--- src/rtl/sc_stream_gen.sv ---
// Binary-to-stochastic stream generator: four bipolar lanes compared against a 4-bit de Bruijn RNG.
// Define SC_LANE_DECORR_EN to rotate the RNG per lane; leave it undefined for fully correlated lanes.
module sc_stream_gen #(
  parameter logic [3:0] SEED = 4'b0000
) (
  input  logic            i_clk_sng,
  input  logic            i_rst_sng,
  input  logic            i_start_sng,
  input  logic            i_stop_sng,
  input  logic [3:0][3:0] i_x_sng,
  input  logic [3:0]      i_len_sng,
  output logic            o_isgen,
  output logic [3:0]      o_sn_bit,
  output logic            o_done,
  output logic            o_busy
);

  localparam logic [1:0] ST_IDLE = 2'd0;
  localparam logic [1:0] ST_GEN  = 2'd1;
  localparam logic [1:0] ST_DONE = 2'd2;

  logic [1:0]      state;
  logic [3:0]      r;
  logic [3:0]      cnt;
  logic [3:0][3:0] x_r;
  logic [3:0]      len_r;

  // The all-zero term splices 0000 into the maximal-length cycle, giving all 16 states.
  function automatic logic [3:0] rng_next(input logic [3:0] v);
    logic fb;
    fb = v[3] ^ v[2] ^ (v[2:0] == 3'b000);
    return {v[2:0], fb};
  endfunction

  always_ff @(posedge i_clk_sng or posedge i_rst_sng) begin
    if (i_rst_sng) begin
      state <= ST_IDLE;
      r     <= SEED;
      cnt   <= 4'd0;
      x_r   <= '0;
      len_r <= 4'd0;
    end else begin
      case (state)
        ST_IDLE: begin
          if (i_start_sng && !i_stop_sng) begin
            state <= ST_GEN;
            x_r   <= i_x_sng;
            len_r <= i_len_sng;
            r     <= SEED;
            cnt   <= 4'd0;
          end
        end
        ST_GEN: begin
          r   <= rng_next(r);
          cnt <= cnt + 4'd1;
          if (i_stop_sng || (cnt == len_r)) begin
            state <= ST_DONE;
          end
        end
        ST_DONE: begin
          state <= ST_IDLE;
        end
        default: begin
          state <= ST_IDLE;
        end
      endcase
    end
  end

  assign o_isgen = (state == ST_GEN);
  assign o_done  = (state == ST_DONE);
  assign o_busy  = (state == ST_GEN) || (state == ST_DONE);

  // Offset-binary threshold: flipping the sign bit maps x in -8..7 onto 0..15.
  for (genvar k = 0; k < 4; k++) begin : g_lane
    logic [3:0] rk;
`ifdef SC_LANE_DECORR_EN
    assign rk = (r << k) | (r >> (4 - k));
`else
    assign rk = r;
`endif
    assign o_sn_bit[k] = o_isgen &
                         ({1'b0, rk} < {1'b0, ~x_r[k][3], x_r[k][2:0]});
  end

endmodule
--- config.mk ---
export PLATFORM = sky130hd
export DESIGN_NAME = sc_stream_gen
export DESIGN_NICKNAME = d
export VERILOG_FILES = /design/src/rtl/sc_stream_gen.sv
export SDC_FILE = /design/constraint.sdc
export NUM_CORES = 1
export LEC_CHECK = 0
export BUFFER_PORTS_ARGS = -buffer_cell sky130_fd_sc_hd__buf_2
export CORE_MARGIN = 2
export CORE_UTILIZATION = 45
export DETAILED_ROUTE_END_ITERATION = 12
export MAX_ROUTING_LAYER = met4
export PLACE_DENSITY = 0.64
export SLEW_MARGIN = 5
export SYNTH_ARGS = -nofsm -noshare
export SYNTH_HDL_FRONTEND = slang
export SYNTH_SLANG_ARGS = --single-unit
export TNS_END_PERCENT = 10
--- constraint.sdc ---
create_clock -name i_clk_sng -period 2 [get_ports i_clk_sng]
set_clock_uncertainty 0.1 [all_clocks]
set_input_delay 0.2 -clock i_clk_sng [delete_from_list [all_inputs] [get_ports i_clk_sng]]
set_output_delay 0.2 -clock i_clk_sng [all_outputs]
set_load 0.02 [all_outputs]
# ---- Yosys cells after proc, flatten, opt, wreduce, memory -nomap -nowiden
# Cells that the tools add are included.
dict set report classes {
  addsub 1
  mul 0
  n_div 0
  order_cmp 4
  n_eq_ne 5
  shift 0
  mux 6
  bitwise_logic 10
  reduce_logical 10
}
# cell n
set op_table {}
lappend op_table {{4-bit < comparator} 4}
lappend op_table {{4-bit case mux with 2 select lines} 2}
lappend op_table {{2-bit AND reduction} 3}
lappend op_table {{4-bit by 1-bit adder with 4-bit output, second input constant} 1}
lappend op_table {{1-bit AND} 4}
lappend op_table {{4-bit == test} 1}
lappend op_table {{2-bit 2-to-1 mux} 2}
lappend op_table {{4-bit 2-to-1 mux} 1}
lappend op_table {{1-bit inverter} 4}
lappend op_table {{2-bit case mux with 2 select lines} 1}
lappend op_table {{3-bit logical NOT} 1}
lappend op_table {{2-bit by 1-bit == test with 1-bit output, second input constant} 1}
lappend op_table {{2-bit == test, second input constant} 1}
lappend op_table {{2-bit logical NOT} 1}
lappend op_table {{1-bit logical OR} 2}
lappend op_table {{2-bit by 1-bit != test with 1-bit output, second input constant} 1}
lappend op_table {{2-bit != test, second input constant} 1}
lappend op_table {{2-bit nonzero test} 1}
lappend op_table {{1-bit XOR} 2}
lappend op_table {{1-bit logical AND} 1}
lappend op_table {{1-bit logical NOT} 1}
dict set report word_totals {
  reg_bits 30
  latchBits 0
  mem_bits_rw 0
  rom_bits 0
  input_bits 24
  output_inout_bits 7
  elab_cells 44
  memories 0
}

# ---- Logic depth before layout (Yosys ltp)
# Gate-level depths: netlist of run 1.
dict set report logic_depth {
  word_depth 4
  mapped_depth 7
  ltp_nobuf 6
}

# ---- Worst setup path after synthesis of run 1
# OpenSTA, ideal clock, no wires.
dict set report synth_path {
  path_kind {flip-flop to flip-flop}
  start {register state[1]}
  end {register state[0]}
  setup_ns 0.128
  t_arrival_ns 1.545
  t_required_ns 1.772
  path_slack_ns 0.227
  stages_incl_launch_ff 7
  path_buffers 1
  period_less_slack_ns 1.773
  path_cell_list {dfrtp_1 -> inv_1 -> ha_1 -> clkbuf_1 -> nand2b_1 -> o21ai_1 -> mux2_1}
}
dict set report synth_via {
  elab_chain_cells 3
  word_cells_on_any_way 6
  cone_classes {eq/ne: 3; mux: 1; reduce/logical: 2}
}
# element line_no
set synth_lines {}
lappend synth_lines {{from (decl)} 22} ;# logic [1:0] state;
lappend synth_lines {{from (signal assigned)} 37} ;# state <= ST_IDLE;
lappend synth_lines {{from (signal assigned)} 46} ;# state <= ST_GEN;
lappend synth_lines {{from (signal assigned)} 57} ;# state <= ST_DONE;
lappend synth_lines {{2-bit by 1-bit == test with 1-bit output (*)} -}
lappend synth_lines {{named net o_isgen} 12} ;# output logic o_isgen,
lappend synth_lines {{2-bit by 1-bit != test with 1-bit output (no line)} -}
lappend synth_lines {{2-bit AND reduction (no line)} -}
# The timed path passes the listed nets; every way through them passes the cells marked *.
# A chain may end at the register's enable or synchronous reset.

# ---- Worst setup path in the final report of run 1
dict set report layout_path {
  start {register r[1] (netlist: g_lane[0].rk[1])}
  end {output o_sn_bit[2]}
}
dict set report layout_via {
  elab_chain_cells 2
}
# element line_no
set layout_lines {}
lappend layout_lines {{from (decl)} 23} ;# logic [3:0] r;
lappend layout_lines {{from (signal assigned)} 54} ;# r <= rng_next(r);
lappend layout_lines {{4-bit < comparator} 83} ;# ({1'b0, rk} < {1'b0, ~x_r[k][3], x_r[k][2:0]});
lappend layout_lines {{1-bit AND} 82} ;# assign o_sn_bit[k] = o_isgen &
lappend layout_lines {{to (decl)} 13} ;# output logic [3:0] o_sn_bit,
# No other way between the ends.

==> results.py, run 1 <==
metrics = {
    "logic_synthesis": {
        "synthAdderAreaFrac": 0.1313,
        "seq_area_frac_synth": 0.4633,
        "synth_xor_area_frac": 0.02703,
        "synth_top_area_frac": 0.4633,
        "yosys.area_share.simple": 0.06332,
        "synthDistinctLibCells": 23,
        "synth_mux_area_frac": 0.1598,
        "synth.top_cells.by_area": "dfrtp_1 46%, mux2_2 15%, ha_1 13%, a21o_1 4.2%, nand2b_1 3.5%",
        "yosysWarnings": 0,
        "syn_area_per_cell_sq_um": 12.09,
        "synth_seq_cells": 30,
        "synth_top_family_by_area": "multiplexers",
        "synth-compound-area-share": 0.1158,
        "synth_top_area_cell": "dfrtp_1",
        "syn_inst": 134,
        "syn-cell-area_sq_um": 1620,
        "syn_nets": 175,
    },
    "drt": {
        "vias": 1126,
        "wire_per_inst_microns": 13.57,
        "drt_pass1_iterations": 7,
        "ant_nets": 0,
        "via_per_inst": 4.960,
        "drtIter0Drc": 38,
        "totalWireLength_mm": 3.080,
        "drc": 0,
    },
    "finish": {
        "num_antenna_cells": 0,
        "nNetsFinal": 222,
        "drive_above_1_share": 0.4144,
        "syn_to_final_growth_pct": 27.41,
    },
    "clocking": {
        "cts_tree": "done",
        "cts_buffer_depth": 2,
        "clock_latency_ns": 0.31,
        "root_buffer": "clkbuf_4",
        "path_clk_slew_ns": 0.09,
        "htreeDepth": 2,
        "cts.sinks": 30,
        "cts_buffers": 5,
    },
    "critical_path": {
        "endpoint_kind": "output pin",
        "cp.arrival_ns": 1.67,
        "slowest_delay_ns": 0.50,
        "r2r_start": "state[0]",
        "crit_type": "register to output pin",
        "cp-start-kind": "register",
        "r2r-end": "cnt[0]",
        "cp_max_fo": 5,
        "crit_path_frequent_cell": "a21o_1",
        "cp_cell_sequence": "ha_4, a21o_1, a21o_1, a21oi_2, buf_6",
        "crit_buf_inv": 1,
        "path_delay_family": "flip-flops",
        "slowest_stage": "dfrtp_2",
        "r2r_slack_ns": 0.20,
        "r2r_cells": 6,
        "worstPathRequired_ns": 1.70,
    },
    "timing": {
        "layout_setup_ws_ns": 0.02805,
        "fin_crit_ns": 1.972,
        "final-max-slew-violation-count": 0,
        "fin_crit_sh": 0.9860,
        "fmax_mhz": 507.1,
        "max_slew_margin": 0.6381,
        "hold_viol_final": 0,
        "setup_violations": 0,
        "rsz0062_at_grt": "true",
        "worst_pin_slew_ns": 0.5392,
        "whs_ns": 0.01506,
    },
    "global_route": {
        "grt_use_met3": 0.04401,
        "grt_busiest_layer": "met2",
        "grt.total_usage": 0.1792,
        "grt-ovfl-total": 0,
        "first_global_vias": 1246,
        "grt_max_degree": 31,
        "grt_pass1_wl_mm": 5.423,
        "met1_usage": 0.2105,
        "grt_use_met2": 0.2943,
        "antenna_found_initial": 0,
    },
    "status": {
        "status": "finished, final reports clean",
    },
    "floorplanning": {
        "fp.dieArea_sq_um": 4097,
        "rows": 21,
        "dieHeight_microns": 64.01,
        "start_util": 0.4780,
        "io_pins": 31,
        "die_x_microns": 64.01,
        "coreArea_sq_um": 3390,
    },
    "power_and_ir_drop": {
        "total_leakage_power_nw": 1.059,
        "power_density_nw_per_um2": 1496,
        "power_frac_seq": 0.370,
        "p_sw_frac": 0.3933,
        "switching_power_mw": 1.215,
        "vdd_ir_drop_max_uv": 666.4,
        "clkPwrFrac": 0.104,
        "p_int_mw": 1.874,
        "p_comb_frac": 0.526,
    },
    "hold_path": {
        "hold-path-endpoint": "len_r[2]",
        "min_path_type": "input port to register",
        "hold_depth": 2,
        "hp-start": "i_len_sng[2]",
    },
    "placed_design": {
        "place_hpwl_mm": 2.225,
        "gp_congestion": 0.8232,
        "port_buffers": 30,
        "dp_slack_ns": 0.1692,
    },
    "job": {
        "drv_cap": 0,
    },
}
sequential cells by signal, summed over array words and instances (netlist names):
| signal | flops |
|---|---|
| state | 2 |
| g_lane.rk | 4 |
| x_r | 16 |
| cnt | 4 |
| len_r | 4 |
Yosys cell counts:
| library cell | n |
|---|---|
| a211oi_1 | 1 |
| dfrtp_1 | 30 |
| and2_1 | 1 |
| ha_1 | 17 |
| clkbuf_1 | 1 |
| mux2_2 | 22 |
| inv_1 | 12 |
| nand2b_1 | 9 |
| a21oi_1 | 7 |
| xnor2_1 | 1 |
| a22o_2 | 1 |
| nand3_1 | 1 |
| o21ai_0 | 1 |
| xor2_1 | 4 |
| mux2_1 | 1 |
| nand2_1 | 1 |
| nor2_1 | 2 |
| nor4_2 | 1 |
| buf_2 | 3 |
| a22o_1 | 6 |
| nand3b_2 | 1 |
| a21o_1 | 9 |
| o21ai_1 | 2 |
stage by stage:
step	instance area (sq um)	setup TNS, ns	util	total power, mW	instances
floorplan	1620	0	-	2.202	134
global placement	1839	0	0.5426	2.502	210
detailed placement	1839	0	0.5426	2.576	210
CTS	1987	-0.01163	0.5862	2.988	226
global route	2064	-0.1371	0.6091	3.390	227
finish	2064	0	0.6091	3.088	227
worst max path at each step:
stage                     cells after the start           to             from  slack (ns)
after floorplan                               6     state[0]         state[1]        0.23
after global placement                        6       cnt[0]         state[0]        0.28
after detailed placement                      6       cnt[0]         state[0]        0.17
after CTS                                     5  o_sn_bit[1]  g_lane[0].rk[1]       -0.01
after global routing                          5  o_sn_bit[2]  g_lane[0].rk[1]       -0.05
final                                         5  o_sn_bit[2]  g_lane[0].rk[1]        0.03
layout make-up:
| cell class | count | area, sq um |
|---|---|---|
| sequential | 30 | 752.0 |
| timing repair buffer | 44 | 291.5 |
| multi-input combinational | 88 | 873.3 |
| clock buffer | 7 | 45.04 |
| inverter | 12 | 45.04 |
| fill | 285 | 1325 |
| tap | 46 | 57.56 |
power groups by stage:
stage / Sequential, mW / Clock, mW / Combinational [mW]
after floorplan: 1.06 / 0 / 1.14
after global placement: 1.12 / 0 / 1.38
after detailed placement: 1.14 / 0 / 1.44
after CTS: 1.13 / 0.338 / 1.52
after global routing: 1.18 / 0.364 / 1.84
final: 1.14 / 0.322 / 1.62
placed cells by master, fill, tap and decap left out, types with 2 or more instances in the layout:
cell	netlist	final
dfrtp_1	30	29
nand2b_1	9	9
mux2_2	22	22
a21o_1	9	9
dlygate4sd3_1	0	9
clkbuf_1	1	2
o21ai_1	2	2
nor2_1	2	2
clkbuf_4	0	5
buf_4	0	8
ha_1	17	12
buf_2	3	26
a21oi_2	0	4
inv_1	12	12
a21oi_1	7	3
a22o_1	6	6
xor2_1	4	4
ha_4	0	4
kinds of logic after synthesis:
logic type                 count (synthesis)
AOI/OAI and AO/OA                         27
buffers and inverters                     16
DFF                                       30
xor gates and xnor gates                   5
and+or+nand+nor                           16
muxes                                     23
adders and majority gates                 17
routing by layer:
layer / wire, microns / part of all wire
met1: 1462 / 0.47
met3: 128 / 0.042
met5: 0 / 0
met2: 1448 / 0.47
met4: 42 / 0.014
what timing repair did:
| action | in CTS | in global routing |
|---|---|---|
| endpoints found under the setup margin | 4 | 6 |
| endpoints found under the hold margin | 37 | 1 |
| resized for setup | 6 | 9 |
| hold buffers | 8 | 1 |
| buffers inserted | 1 | 0 |
| gates cloned | 0 | 0 |
| pin swaps | 2 | 1 |
No activity file was read; power rests on OpenSTA's default activity.
==> run 2: changes to the inputs <==
- ABC_CLOCK_PERIOD_IN_PS: not set -> 2000
- PLACE_DENSITY: 0.64 -> 0.67
==> run 2 against run 1 <==
Global-route usage hardly changed. Critical path depth is the same. Final area rose by 7.1%. Combinational power hardly changed. First-iteration DRC count is 32% lower. Maximum frequency fell by 0.13%. Largest power group unchanged. Worst hold slack gained 0.16 ns. Clock power rose by 39%. Non-clock buffer count is 12 higher. Via count is 4.2% higher. Count of clock-buffer cells in the layout grew 1.
==> results.py, run 2 (synthesis gave the netlist of run 1 again) <==
metrics = {
    "finish": {
        "drive_above_1_share": 0.3969,
        "stdcell_count": 240,
        "layout_common_cells": "29 x dfrtp_1, 26 x buf_2, 22 x mux2_2, 21 x dlygate4sd3_1",
        "layout_commonest_cell": "dfrtp_1",
        "seqCellArea_sq_um": 752.0,
        "final_area_sq_um": 2211,
        "multi_input_area_sq_um": 869.6,
        "nNetsFinal": 234,
        "num_antenna_cells": 0,
        "largest_reg_flops": 16,
        "syn_to_final_growth_pct": 36.45,
        "fillers": 252,
        "top_register": "x_r",
        "utilization": 0.6523,
    },
    "critical_path": {
        "cp.arrival_ns": 1.67,
        "crit_type": "register to output pin",
        "r2r_cells": 7,
        "worstPathRequired_ns": 1.70,
        "cp_cell_sequence": "ha_4, a21o_1, a21o_1, a21oi_2, buf_4",
        "cp.depth": 5,
        "slowest_stage": "dfrtp_2",
        "r2r_start": "state[0]",
        "r2r-end": "cnt[2]",
        "cp_max_fo": 5,
        "crit_path_frequent_cell": "a21o_1",
        "crit_buf_inv": 1,
        "cp-start-kind": "register",
        "r2r_slack_ns": 0.14,
        "path_delay_family": "flip-flops",
        "slowest_delay_ns": 0.50,
        "endpoint_kind": "output pin",
    },
    "timing": {
        "whs_ns": 0.1738,
        "setup_violations": 0,
        "fin_crit_sh": 0.9873,
        "worst_pin_slew_ns": 0.5272,
        "rsz0062_at_grt": "true",
        "fin_crit_ns": 1.975,
        "tns_ns": 0,
        "layout_setup_ws_ns": 0.02549,
        "max_slew_margin": 0.6462,
        "hold_viol_final": 0,
        "final-max-slew-violation-count": 0,
        "fmax_mhz": 506.5,
    },
    "power_and_ir_drop": {
        "vdd_ir_drop_max_uv": 640.8,
        "switching_power_mw": 1.245,
        "clkPwrFrac": 0.139,
        "total_power_mw": 3.224,
        "p_int_mw": 1.979,
        "p_sw_frac": 0.3862,
        "p_comb_frac": 0.507,
        "total_leakage_power_nw": 1.127,
        "power_density_nw_per_um2": 1458,
        "power_frac_seq": 0.354,
    },
    "global_route": {
        "antenna_found_initial": 0,
        "grt_pass1_wl_mm": 5.485,
        "grt-ovfl-total": 0,
        "grt_max_degree": 31,
        "first_global_vias": 1241,
        "grt.total_usage": 0.1795,
    },
    "placed_design": {
        "port_buffers": 30,
        "dp_slack_ns": 0.1615,
        "place_area_sq_um": 1839,
        "gp_congestion": 0.7712,
        "dp.cells": 210,
        "place_hpwl_mm": 2.188,
    },
    "floorplanning": {
        "coreArea_sq_um": 3390,
        "rows": 21,
        "io_pins": 31,
        "start_util": 0.4780,
        "fp.dieArea_sq_um": 4097,
        "die_x_microns": 64.01,
        "dieHeight_microns": 64.01,
    },
    "drt": {
        "drt_pass1_iterations": 4,
        "drc": 0,
        "wire_per_inst_microns": 13.52,
        "totalWireLength_mm": 3.245,
        "vias": 1173,
        "drtIter0Drc": 26,
        "ant_nets": 0,
        "via_per_inst": 4.888,
    },
    "clocking": {
        "cts_buffer_depth": 2,
        "root_buffer": "clkbuf_4",
        "clock_latency_ns": 0.33,
        "cts_buffers": 5,
        "cts_tree": "done",
        "cts.sinks": 30,
        "htreeDepth": 2,
        "path_clk_slew_ns": 0.09,
    },
    "hold_path": {
        "min_path_type": "input port to register",
        "hp-start": "i_stop_sng",
        "hold-path-endpoint": "state[1]",
        "hold_depth": 3,
    },
    "status": {
        "status": "finished, final reports clean",
    },
    "job": {
        "drv_cap": 0,
    },
}
## run 2: cell types whose count changed in the layout (fill, tap and decap cells not counted), sizes merged
cell | previous run | this run
dlygate4sd3 | 9 | 21
clkbuf | 7 | 8
## run 2: metal layers
metal	GRT usage	vias up	share of wire
li1	-	587	-
met5	-	-	0
met3	0.06338	2	0.040
met1	0.2123	560	0.45
met4	0.05163	0	0.0055
met2	0.2891	24	0.50
## run 2: cell type report
class / instances / share of cell area
Clock buffer: 8 / 0.03565
Inverter: 12 / 0.02037
Multi-Input combinational cell: 88 / 0.3933
Sequential cell: 30 / 0.3401
Tap cell: 46 / 0.02603
Timing Repair Buffer: 56 / 0.1845
## run 2: how the worst max path moves through the flow
| stage | from | end | slack (ns) |
|---|---|---|---|
| 3_3_place_gp | state[0] | cnt[2] | 0.25 |
| 6_report | g_lane[0].rk[1] | o_sn_bit[2] | 0.03 |
| 5_1_grt | g_lane[0].rk[1] | o_sn_bit[1] | -0.05 |
| 2_1_floorplan | state[1] | state[0] | 0.23 |
| 3_5_place_dp | state[0] | cnt[2] | 0.16 |
| 4_1_cts | g_lane[0].rk[1] | o_sn_bit[3] | -0.002 |
## run 2: worst min-delay path, stage by stage
cell and delay [ns]:
buf_2 0.11, o21ai_0 0.16, a21oi_1 0.09
## run 2: power groups by stage
stage / sequential [mW] / clock [mW] / combinational, mW
2_1_floorplan: 1.06 / 0 / 1.14
3_3_place_gp: 1.11 / 0 / 1.39
3_5_place_dp: 1.13 / 0 / 1.46
4_1_cts: 1.12 / 0.466 / 1.57
5_1_grt: 1.17 / 0.506 / 1.83
6_report: 1.14 / 0.449 / 1.63
## run 2: repair_timing
action,CTS,global route
setup endpoints to repair,4,4
hold buffers,19,2
endpoints found under the hold margin,48,2
pin swaps,3,0
gates cloned,0,0
gates resized for setup,6,7
buffers inserted,1,0
==> run 3: changes to the inputs <==
- GPL_TIMING_DRIVEN: not set -> 0
- SKIP_LAST_GASP: not set -> 1
==> run 3 against run 2 <==
Global-route usage hardly changed. Worst hold slack worse by 0.047 ns. Non-clock buffer count is 1 higher. Register-to-register slack worse by 0.04 ns. Via count is 2.6% higher. Final area is 1.4% higher. Final cell count is 0.42% higher. Combinational power hardly changed. Largest cell class unchanged. Highest routed layer unchanged.
==> results.py, run 3 (synthesis gave the netlist of run 1 again) <==
metrics = {
    "timing": {
        "fin_crit_ns": 1.990,
        "setup_violations": 0,
        "fin_crit_sh": 0.9950,
        "hold_viol_final": 0,
        "rsz0062_at_grt": "true",
        "whs_ns": 0.1270,
        "final-max-slew-violation-count": 0,
        "worst_pin_slew_ns": 1.076,
        "fmax_mhz": 502.5,
        "max_slew_margin": 0.2781,
        "tns_ns": 0,
    },
    "global_route": {
        "grt_pass1_wl_mm": 5.402,
        "first_global_vias": 1234,
        "antenna_found_initial": 0,
        "grt_max_degree": 31,
        "grt-ovfl-total": 0,
        "grt.total_usage": 0.1791,
    },
    "finish": {
        "num_antenna_cells": 0,
        "fillers": 263,
        "layout_common_cells": "29 x buf_2, 29 x dfrtp_1, 22 x mux2_2, 21 x dlygate4sd3_1, 13 x ha_1",
        "drive_above_1_share": 0.3949,
        "syn_to_final_growth_pct": 38.38,
        "top_register": "x_r",
        "largest_reg_flops": 16,
        "nNetsFinal": 235,
    },
    "critical_path": {
        "cp_max_fo": 5,
        "worstPathRequired_ns": 1.70,
        "startpoint": "g_lane[0].rk[1]",
        "cp_cell_sequence": "ha_4, a21o_1, a21o_1, a21oi_1, buf_4",
        "r2r-end": "cnt[0]",
        "path_delay_family": "flip-flops",
        "slowest_delay_ns": 0.51,
        "endpoint_kind": "output pin",
        "r2r_start": "state[0]",
        "slowest_stage": "dfrtp_2",
        "crit_type": "register to output pin",
        "crit_buf_inv": 1,
        "cp-start-kind": "register",
        "r2r_cells": 6,
        "crit_path_frequent_cell": "a21o_1",
        "r2r_slack_ns": 0.10,
        "cp.arrival_ns": 1.69,
    },
    "drt": {
        "drc": 0,
        "drtIter0Drc": 23,
        "via_per_inst": 4.992,
        "drt_pass1_iterations": 4,
        "ant_nets": 0,
        "totalWireLength_mm": 3.172,
        "wire_per_inst_microns": 13.16,
        "vias": 1203,
    },
    "status": {
        "status": "finished, final reports clean",
    },
    "floorplanning": {
        "io_pins": 31,
        "start_util": 0.4780,
        "coreArea_sq_um": 3390,
        "rows": 21,
        "fp.dieArea_sq_um": 4097,
        "dieHeight_microns": 64.01,
        "die_x_microns": 64.01,
    },
    "placed_design": {
        "gp_congestion": 0.7489,
        "place_hpwl_mm": 2.126,
        "port_buffers": 30,
    },
    "clocking": {
        "clock_latency_ns": 0.34,
        "cts.sinks": 30,
        "cts_buffer_depth": 2,
        "path_clk_slew_ns": 0.11,
        "htreeDepth": 2,
        "root_buffer": "clkbuf_4",
        "cts_tree": "done",
        "cts_buffers": 5,
    },
    "hold_path": {
        "hp-start": "i_stop_sng",
        "hold_depth": 3,
        "min_path_type": "input port to register",
        "hold-path-endpoint": "state[1]",
    },
    "power_and_ir_drop": {
        "total_leakage_power_nw": 1.141,
        "vdd_ir_drop_max_uv": 772.7,
        "power_density_nw_per_um2": 1517,
    },
    "job": {
        "drv_cap": 0,
    },
}
[run 3: cell types whose count changed in the layout (fill, tap and decap cells not counted), sizes merged]
cell / delta
inv: -1
bufinv: +2
clkinv: +1
clkbuf: -1
[run 3: area by class of cell]
type / instances / area [sq um] / share of cell area
well taps: 46 / 57.56 / 0.02567
clock inverters: 2 / 60.06 / 0.02679
flip-flops and latches: 30 / 752.0 / 0.3354
inverters: 12 / 45.04 / 0.02009
multi-input cells: 88 / 867.1 / 0.3867
plain buffers: 4 / 20.02 / 0.008929
clock buffers: 6 / 51.30 / 0.02288
repair buffers: 53 / 389.1 / 0.1735
[run 3: report_power, final]
| group | internal (mW) | leakage, nW | switching, mW | total (mW) |
|---|---|---|---|---|
| Combinational | 0.853 | 0.715 | 0.764 | 1.62 |
| Sequential | 0.894 | 0.368 | 0.240 | 1.13 |
| Clock | 0.423 | 0.0585 | 0.228 | 0.652 |
| Total | 2.17 | 1.14 | 1.23 | 3.40 |
[run 3: how the worst max path moves through the flow]
stage,to,slack [ns],cells after the start
2_1_floorplan,state[0],0.23,6
3_3_place_gp,cnt[0],0.14,6
3_5_place_dp,cnt[0],0.12,6
4_1_cts,o_sn_bit[2],-0.04,5
5_1_grt,o_sn_bit[2],-0.07,5
6_report,o_sn_bit[0],0.01,5
[run 3: tightest hold or removal path, delay by kind of cell]
family / cells / cell delay [ns]
compound gates: 2 / 0.23
buf+inv: 1 / 0.09
[run 3: stage by stage]
stage                     power [mW]  instances  instance area [sq um]  setup slack (ns)  utilization
after floorplan                2.202        134                   1620            0.2272            -
after global placement         2.483        210                   1828            0.1431       0.5393
after detailed placement       2.555        210                   1828            0.1174       0.5393
after CTS                      3.309        239                   2163          -0.03648       0.6382
after global routing           3.683        241                   2242          -0.06772       0.6615
final                          3.402        241                   2242           0.01009       0.6615
[run 3: timing repair]
action,in CTS,in global routing
buffers inserted,1,1
hold buffers,20,1
gates resized for setup,7,7
pin swaps,2,2
hold endpoints to repair,20,30
endpoints found under the setup margin,4,12
[run 3: routing by layer]
metal / up-vias / global-route usage / wire length, microns
met5: - / - / 0
met4: 0 / 0.07880 / 57
met3: 6 / 0.04930 / 124
met2: 23 / 0.2943 / 1583
met1: 586 / 0.2046 / 1407
li1: 588 / - / -
